===== config.mk =====
export PLATFORM = sky130hd
export DESIGN_NAME = mix_columns_iter
export DESIGN_NICKNAME = d
export VERILOG_FILES = /design/src/rtl/mix_columns_iter_pkg.sv /design/src/rtl/mix_single_column.sv /design/src/rtl/xtime.sv /design/src/rtl/mix_columns_iter.sv
export SDC_FILE = /design/constraint.sdc
export NUM_CORES = 1
export LEC_CHECK = 0
export CORE_ASPECT_RATIO = 2
export CORE_MARGIN = 2
export CORE_UTILIZATION = 50
export DETAILED_ROUTE_END_ITERATION = 10
export GPL_TIMING_DRIVEN = 0
export PLACE_DENSITY = 0.83
export SLEW_MARGIN = 5
export SYNTH_ARGS = -nofsm -noshare
export SYNTH_HDL_FRONTEND = slang
export SYNTH_SLANG_ARGS = --single-unit

===== constraint.sdc =====
create_clock -name clk -period 8.6 [get_ports clk]
set_input_delay 1.29 -clock clk [delete_from_list [all_inputs] [get_ports clk]]
set_output_delay 1.29 -clock clk [all_outputs]
set_load 0.03 [all_outputs]

===== src/rtl/mix_columns_iter_pkg.sv =====
`default_nettype none
// ============================================================================
// Package  : mix_columns_iter_pkg
// Brief    : Shared constants and types for the iterative MixColumns stage.
// Revision : 1.0 - initial release
// ============================================================================
package mix_columns_iter_pkg;

   // Column geometry of the AES state
   localparam int AES_COLW = 32;
   localparam int AES_NCOL = 4;

   // Low byte of the GF(2^8) reduction polynomial x^8+x^4+x^3+x+1
   localparam logic [7:0] AES_POLY = 8'h1b;

   // Control FSM encoding
   typedef logic [1:0] fsm_state_t;
   localparam fsm_state_t ST_IDLE = 2'd0;
   localparam fsm_state_t ST_BUSY = 2'd1;
   localparam fsm_state_t ST_DONE = 2'd2;

   typedef logic [AES_COLW-1:0] column_t;

endpackage
`default_nettype wire


===== src/rtl/mix_single_column.sv =====
`default_nettype none
// ============================================================================
// Module   : mix_single_column
// Brief    : Combinational MixColumns / InvMixColumns of one 32-bit column.
//            Byte 0 (row 0) is the MSB of the column.
// Revision : 1.0 - initial release
// ============================================================================
module mix_single_column
   import mix_columns_iter_pkg::*;
(
   input  logic [AES_COLW-1:0] col_in,
   input  logic                inv,
   output logic [AES_COLW-1:0] col_out
);

   logic [7:0] w_a   [4];
   logic [7:0] w_x2  [4];
   logic [7:0] w_x4  [4];
   logic [7:0] w_x8  [4];
   logic [7:0] w_m09 [4];
   logic [7:0] w_m0b [4];
   logic [7:0] w_m0d [4];
   logic [7:0] w_m0e [4];
   logic [7:0] w_fwd [4];
   logic [7:0] w_inv [4];

   // Per byte: x2, x4, x8 chain and the four inverse-mix multiples
   for (genvar i = 0; i < 4; i++) begin : g_byte
      assign w_a[i] = col_in[AES_COLW-1-8*i -: 8];

      xtime u_x2 (.a_i(w_a[i]),  .y_o(w_x2[i]));
      xtime u_x4 (.a_i(w_x2[i]), .y_o(w_x4[i]));
      xtime u_x8 (.a_i(w_x4[i]), .y_o(w_x8[i]));

      assign w_m09[i] = w_x8[i] ^ w_a[i];
      assign w_m0b[i] = w_x8[i] ^ w_x2[i] ^ w_a[i];
      assign w_m0d[i] = w_x8[i] ^ w_x4[i] ^ w_a[i];
      assign w_m0e[i] = w_x8[i] ^ w_x4[i] ^ w_x2[i];
   end

   // Output row r uses coefficients rotated by r positions
   for (genvar r = 0; r < 4; r++) begin : g_row
      localparam int J1 = (r + 1) % 4;
      localparam int J2 = (r + 2) % 4;
      localparam int J3 = (r + 3) % 4;

      assign w_fwd[r] = w_x2[r] ^ (w_x2[J1] ^ w_a[J1]) ^ w_a[J2] ^ w_a[J3];
      assign w_inv[r] = w_m0e[r] ^ w_m0b[J1] ^ w_m0d[J2] ^ w_m09[J3];
      assign col_out[AES_COLW-1-8*r -: 8] = inv ? w_inv[r] : w_fwd[r];
   end

endmodule
`default_nettype wire


===== src/rtl/xtime.sv =====
`default_nettype none
// ============================================================================
// Module   : xtime
// Brief    : Multiply one byte by x (0x02) in GF(2^8), reducing by 0x11b.
// Revision : 1.0 - initial release
// ============================================================================
module xtime
   import mix_columns_iter_pkg::*;
(
   input  logic [7:0] a_i,
   output logic [7:0] y_o
);

   // Shift left and fold the carried-out bit back through the polynomial
   assign y_o = {a_i[6:0], 1'b0} ^ (a_i[7] ? AES_POLY : 8'h00);

endmodule
`default_nettype wire


===== src/rtl/mix_columns_iter.sv =====
`default_nettype none
// ============================================================================
// Module   : mix_columns_iter
// Brief    : Iterative MixColumns / InvMixColumns. Accepts one 128-bit state,
//            transforms one column per clock through a single shared column
//            datapath, then holds the result until downstream takes it.
// Revision : 1.0 - initial release
// ============================================================================
module mix_columns_iter
   import mix_columns_iter_pkg::*;
#(
   parameter int NCOL = AES_NCOL
)
(
   input  logic                     clk,
   input  logic                     rst_n,
   input  logic                     in_valid,
   output logic                     in_ready,
   input  logic                     in_inv,
   input  logic [NCOL*AES_COLW-1:0] in_state,
   output logic                     out_valid,
   input  logic                     out_ready,
   output logic [NCOL*AES_COLW-1:0] out_state,
   output logic                     busy
);

   localparam int SW = NCOL * AES_COLW;

   fsm_state_t    state_q, state_d;
   logic [SW-1:0] data_q,  data_d;
   logic [1:0]    col_q,   col_d;
   logic          inv_q,   inv_d;
   column_t       w_col_in;
   column_t       w_col_out;

   // Select the column currently being processed
   always_comb begin
      w_col_in = '0;
      for (int c = 0; c < NCOL; c++) begin
         if (col_q == c[1:0]) begin
            w_col_in = data_q[SW-1-AES_COLW*c -: AES_COLW];
         end
      end
   end

   mix_single_column u_col (
      .col_in  (w_col_in),
      .inv     (inv_q),
      .col_out (w_col_out)
   );

   // FSM state register
   always_ff @(posedge clk or negedge rst_n) begin
      if (!rst_n) begin
         state_q <= ST_IDLE;
      end else begin
         state_q <= state_d;
      end
   end

   // FSM next state: four BUSY edges, then hold in DONE until taken
   always_comb begin
      state_d = state_q;
      case (state_q)
         ST_IDLE: if (in_valid)       state_d = ST_BUSY;
         ST_BUSY: if (col_q == 2'd3)  state_d = ST_DONE;
         ST_DONE: if (out_ready)      state_d = ST_IDLE;
         default:                     state_d = ST_IDLE;
      endcase
   end

   // FSM outputs, decoded from registered state only
   always_comb begin
      in_ready  = (state_q == ST_IDLE);
      out_valid = (state_q == ST_DONE);
      busy      = (state_q == ST_BUSY) || (state_q == ST_DONE);
      out_state = data_q;
   end

   // Datapath next state: load on accept, write back one column per BUSY edge
   always_comb begin
      data_d = data_q;
      col_d  = col_q;
      inv_d  = inv_q;
      case (state_q)
         ST_IDLE: begin
            if (in_valid) begin
               data_d = in_state;
               inv_d  = in_inv;
               col_d  = 2'd0;
            end
         end
         ST_BUSY: begin
            for (int c = 0; c < NCOL; c++) begin
               if (col_q == c[1:0]) begin
                  data_d[SW-1-AES_COLW*c -: AES_COLW] = w_col_out;
               end
            end
            // 3 -> 0 wrap leaves col at 0 for the next block
            col_d = col_q + 2'd1;
         end
         default: ;
      endcase
   end

   // Datapath registers; reset discards any in-flight block
   always_ff @(posedge clk or negedge rst_n) begin
      if (!rst_n) begin
         data_q <= '0;
         col_q  <= 2'd0;
         inv_q  <= 1'b0;
      end else begin
         data_q <= data_d;
         col_q  <= col_d;
         inv_q  <= inv_d;
      end
   end

endmodule
`default_nettype wire


After elaboration in Yosys (flattened, before gate mapping) --
Cells that the tools add are included.
Operators by class: $add $sub $neg 1, equal/unequal tests 11, muxes and demuxes 32, bitwise logic cells 64, reduce and logical (&&, ||, !) cells 11
Operator list (number):
- $xor 8x8->8 | 64
- $mux 32 | 8
- $pmux 128 s2 | 1
- $mux 128 | 1
- $mux 5 | 12
- $mux 8 | 4
- $reduce_and 3->1 | 5
- $mux 2 | 4
- $eq 2x2->1 const B | 3
- $ne 2x1->1 const B | 3
- $ne 2x2->1 const B | 3
- $pmux 2 s3 | 1
- $eq 2x1->1 const B | 2
- $logic_not 2->1 | 2
- $pmux 2 s2 | 1
- $reduce_and 2->1 | 2
- $add 2x1->2 const B | 1
- $reduce_bool 2->1 | 1
- $logic_or 1x1->1 | 1
Word-level totals: register bits 133, input bits 133, output and inout port bits 131, logic and storage cells 126

Logic depth before layout (Yosys ltp) --
depth in word-level cells 19, gate-level depth with buffers 16, mapped depth without buffers 12

Cells and area by module --
From an unflattened synthesis, not the netlist that was laid out.
Unflattened totals: cell total of the unflattened synthesis 1114, area, all modules 10393.7 µm²
Modules (own cells, without submodules):
- mix_columns_iter | instances 1, cells each 826, area each 7746.2 µm², sequential area each 3328.2 µm²
- mix_single_column | instances 1, cells each 192, area each 1881.8 µm², sequential area each 0.0 µm²
- xtime | instances 12, cells each 8, area each 63.8 µm², sequential area each 0.0 µm²

Worst setup path before layout --
Ideal clock, no wire load.
kind register to register, from reg col_q[1], to reg data_q[107], in the netlist out_state[107], library setup time 0.077 ns, arrival time 3.195 ns, required time 8.523 ns, slack 5.327 ns, stages on the path, launching flop included 15, buffers on the path 2, clock period less this slack 3.273 ns, cells stage by stage dfrtp_1 -> inv_1 -> ha_1 -> buf_2 -> buf_4 -> nand3b_1 -> a2bb2oi_1 -> mux2i_1 -> xnor2_1 -> xnor3_1 -> xor3_1 -> mux2i_1 -> xnor2_1 -> nand2_1 -> a21oi_1
On the way: longest elaborated chain between the ends 17, elaborated cells on any way between the ends 49, classes of those cells eq/ne (4); mux (17); bitwise (26); reduce/logical (2)
Ends and longest elaborated chain:
- from (decl) | line mix_columns_iter.sv:31 | logic [1:0] col_q, col_d;
- from (signal assigned) | line mix_columns_iter.sv:114 | col_q <= col_d;
- $logic_not 2->1 | line mix_columns_iter.sv:40, mix_columns_iter.sv:95
- $mux 32 (4 in series) | line mix_columns_iter.sv:40 | if (col_q == c[1:0]) begin
- $mux 5 or $xor 8x8->8 (tied branches) | line xtime.sv:15 | assign y_o = {a_i[6:0], 1'b0} ^ (a_i[7] ? AES_POLY : 8'h00);
- $xor 8x8->8 | line xtime.sv:15
- $xor 8x8->8 or $mux 5 (tied branches) | line xtime.sv:15
- $xor 8x8->8 | line xtime.sv:15
- $xor 8x8->8 (on tied branches) (2 in series) | line mix_single_column.sv:38, mix_single_column.sv:36
- $xor 8x8->8 (3 in series) | line mix_single_column.sv:48 | assign w_inv[r] = w_m0e[r] ^ w_m0b[J1] ^ w_m0d[J2] ^ w_m09[J3];
- $mux 8 | line mix_single_column.sv:49 | assign col_out[AES_COLW-1-8*r -: 8] = inv ? w_inv[r] : w_fwd[r];
- $mux 32 | line mix_columns_iter.sv:95 | if (col_q == c[1:0]) begin
- $pmux 128 s2 | line mix_columns_iter.sv:85 | case (state_q)
- to (signal assigned) | line mix_columns_iter.sv:113 | data_q <= data_d;
- to (decl) | line mix_columns_iter.sv:30 | logic [SW-1:0] data_q, data_d;
Several ways; a longest one is shown, not always the timed one. The select of a mux whose other input is x is not followed. A chain may end at the register's enable or synchronous reset.

Worst setup path after layout --
from reg col_q[0], to reg data_q[5], in the netlist out_state[5]
On the way: longest elaborated chain between the ends 17, elaborated cells on any way between the ends 47, classes of those cells eq/ne (4); mux (15); bitwise (26); reduce/logical (2)
Ends and longest elaborated chain (line):
- $logic_not 2->1 | mix_columns_iter.sv:40
- $mux 32 (4 in series) | mix_columns_iter.sv:40
- $mux 5 or $xor 8x8->8 (tied branches) | xtime.sv:15
- $xor 8x8->8 or $mux 5 (tied branches) | xtime.sv:15
- $xor 8x8->8 (2 in series) | xtime.sv:15
- $xor 8x8->8 (on tied branches) (2 in series) | mix_single_column.sv:38, mix_single_column.sv:36
- $xor 8x8->8 (3 in series) | mix_single_column.sv:48
- $mux 8 | mix_single_column.sv:49
- $mux 32 | mix_columns_iter.sv:95
- $pmux 128 s2 | mix_columns_iter.sv:85
Several ways; a longest one is shown, not always the timed one. The select of a mux whose other input is x is not followed.

==> flow_summary.yaml <==
setup_path:
  worst_setup_path_start_kind: "register"
  r2r_start: "col_q[0]$_DFFE_PN0P_"
  arrival_ns: 5.24
  cp_data_required_time_ns: 8.97
  critical_path_class: "reg2reg"
  r2r_slack_ns: 3.73
  timing.rr.end: "out_state[5]$_DFFE_PN0P_"
  crit_path_max_fanout: 10
  worst_setup_path_end_kind: "register"
  crit_start: "col_q[0]$_DFFE_PN0P_"
  cp-endpoint: "out_state[5]$_DFFE_PN0P_"
  worstRegToRegCells: 15
placed_design:
  portBuffers: 263
  finalWeightedCongestion: 1.04
  dp_hpwl_mm: 34.3
floorplan:
  num_rows: 70
  start_util: 0.511
  ioPinCount: 264
  fp.dieH_um: 197
  die-area_um2: 19900
  coreArea_um2: 18300
  die_w_um: 101
cts:
  cts_setup_buffers: 0
  hold_buffers: 0
  cts-resized-gates: 0
  htreeDepth: 4
  clk_latency_ns: 0.45
  cts_tree: "built"
  cts_root_buf: "clkbuf_16"
  cts_made_buffers: 17
  clock-sinks: 133
  cts.reportedPaths.clkPinSlew_ns: 0.07
  clockBufferDepth: 2
yosys:
  syn_avg_cell_area_um2: 9.10
  ys_seq_area_frac: 0.356
  syn_nets: 1167
  synth_warnings: 0
  yosysMostFrequentCell: "xnor2_1"
  synth-edff-count: 0
  netlist_instances: 1027
  synth_seq_cells: 133
  ys.flop_type: "dfrtp_1"
  synth_top_area_cell: "dfrtp_1"
  yosys.cell_types.count: 54
  synth_area_leaders: "dfrtp_1 (36%), xnor2_1 (13%), a21oi_1 (7.3%)"
  syn_area_um2: 9350
  synth_top_area_share: 0.356
  synthArstFlopShare: 1.00
  synthTopCellsByCount: "xnor2_1 (138), a21oi_1 (136), dfrtp_1 (133), nand2_1 (110), o21ai_0 (104)"
outcome:
  status: "finished, final reports clean"
sta:
  finalSetupViolCount: 0
  hold_viol: 0
  tightest_slew_ns: 1.23
  fin_hold_ws_ns: 0.523
  fmax_mhz: 205
  slew_violations: 0
  setup_tns_ns: 0
  slew_headroom: 0.177
  fin_skew_ns: 0.00798
  min_period_over_period: 0.567
  rsz0062_at_grt: "false"
  period_needed_ns: 4.87
final_layout:
  fillCellCount: 1463
  areaGrowthSynthToFinish_pct: 37.7
  final_nets: 1450
  drive_gt1_frac: 0.0612
global_route:
  antenna_found_initial: 1
  grt_overflow: 0
  gr-max-usage-layer: "met2"
  gr-usage-all-layers: 0.456
  grtUsageMet1: 0.465
  grt_pass1_vias: 10126
  use_met3: 0.108
  met2_usage: 0.755
  grt_pass1_wl_mm: 64.1
  grt_max_degree: 85
detailed_routing:
  drc: 0
  vias: 10160
  ant_nets: 0
  drtPass1Iterations: 10
  wl_per_cell_um: 29.6
  vias_per_cell: 6.60
  drt_first_iter_violations: 883
  routed_wl_mm: 45.6
job:
  cap_violations: 0
worst_hold_path:
  hp-class: "reg2reg"
-- metrics by stage --
stage | instances | worst slack, ns | utilization | cell area, µm²
2_1_floorplan | 1027 | 5.33 | - | 9350
3_3_place_gp | 1506 | 0.970 | 0.669 | 12300
3_5_place_dp | 1507 | 3.96 | 0.671 | 12300
4_1_cts | 1539 | 3.91 | 0.703 | 12900
5_1_grt | 1539 | 3.57 | 0.703 | 12900
6_report | 1540 | 3.73 | 0.703 | 12900
-- placed cells by master, fill, tap and decap left out, types with 4 or more instances in the layout --
master	instances
nand3b_1	20
mux2i_1	12
clkbuf_1	41
a31oi_1	6
a21oi_1	136
clkdlybuf4s50_1	262
xor2_1	33
and3_1	21
dfrtp_1	133
nor2_1	75
o21a_1	10
buf_1	5
xnor2_2	4
a22oi_1	7
o21ai_1	10
xnor2_1	138
a221o_1	20
nand2_1	110
inv_6	5
xnor3_1	26
inv_1	9
nor2b_1	6
ha_1	7
clkbuf_16	17
o22ai_1	15
o21ai_0	104
nand2b_1	4
a311oi_1	4
buf_4	7
a2bb2oi_1	12
buf_2	11
-- metal layers --
metal,wire length [µm],up-vias
li1,-,4175
met4,5610,0
met2,21900,923
met5,0,-
met3,4410,344
met1,13700,4718
-- worst max-delay path, stage by stage (launching register included) --
cell and delay (ns):
dfrtp_1 0.41, inv_1 0.13, ha_1 0.35, buf_2 0.34, buf_2 0.40, buf_2 0.43, nand2_1 0.09, o21ai_0 0.27
a22oi_1 0.26, xor2_1 0.36, xnor2_1 0.13, xnor2_1 0.34, xnor2_1 0.19, nand2_1 0.12, xnor2_1 0.70, a2bb2oi_1 0.25
-- flip-flops by register name, indices dropped and copies added (netlist names) --
name / cells
out_state: 128
inv_q: 1
col_q: 2
state_q: 2
-- worst min-delay path by stage --
stage	from	endpoint	slack, ns	cells past startpoint
after floorplan	state_q[0]$_DFFE_PN0P_	state_q[0]$_DFFE_PN0P_	0.50	1
after global placement	out_state[120]$_DFFE_PN0P_	out_state[120]$_DFFE_PN0P_	0.49	2
after detailed placement	out_state[85]$_DFFE_PN0P_	out_state[85]$_DFFE_PN0P_	0.50	2
after CTS	out_state[120]$_DFFE_PN0P_	out_state[120]$_DFFE_PN0P_	0.52	2
after global routing	out_state[85]$_DFFE_PN0P_	out_state[85]$_DFFE_PN0P_	0.54	2
final	out_state[120]$_DFFE_PN0P_	out_state[120]$_DFFE_PN0P_	0.52	2
-- final cells by class --
class / instances / area (µm²) / area share
Clock inverter: 13 / 145 / 0.0113
Tap cell: 216 / 270 / 0.0210
Antenna cell: 1 / 2.50 / 0.000194
Inverter: 12 / 45.0 / 0.00350
Buffer: 65 / 299 / 0.0232
Timing Repair Buffer: 264 / 2660 / 0.207
Sequential cell: 133 / 3330 / 0.259
Clock buffer: 19 / 443 / 0.0344
Multi-Input combinational cell: 817 / 5680 / 0.441
-- kinds of logic after synthesis --
family	count (synthesis)	synth area share
buf+inv	77	0.0368
compound gates	346	0.229
xor+xnor	203	0.235
flops	133	0.356
simple gates	247	0.119
mux	14	0.0155
fa+ha+maj	7	0.00937
Power is left out: the tool's default activity adds up to more than one toggle a clock period on the data nets, which glitch-free logic cannot reach.
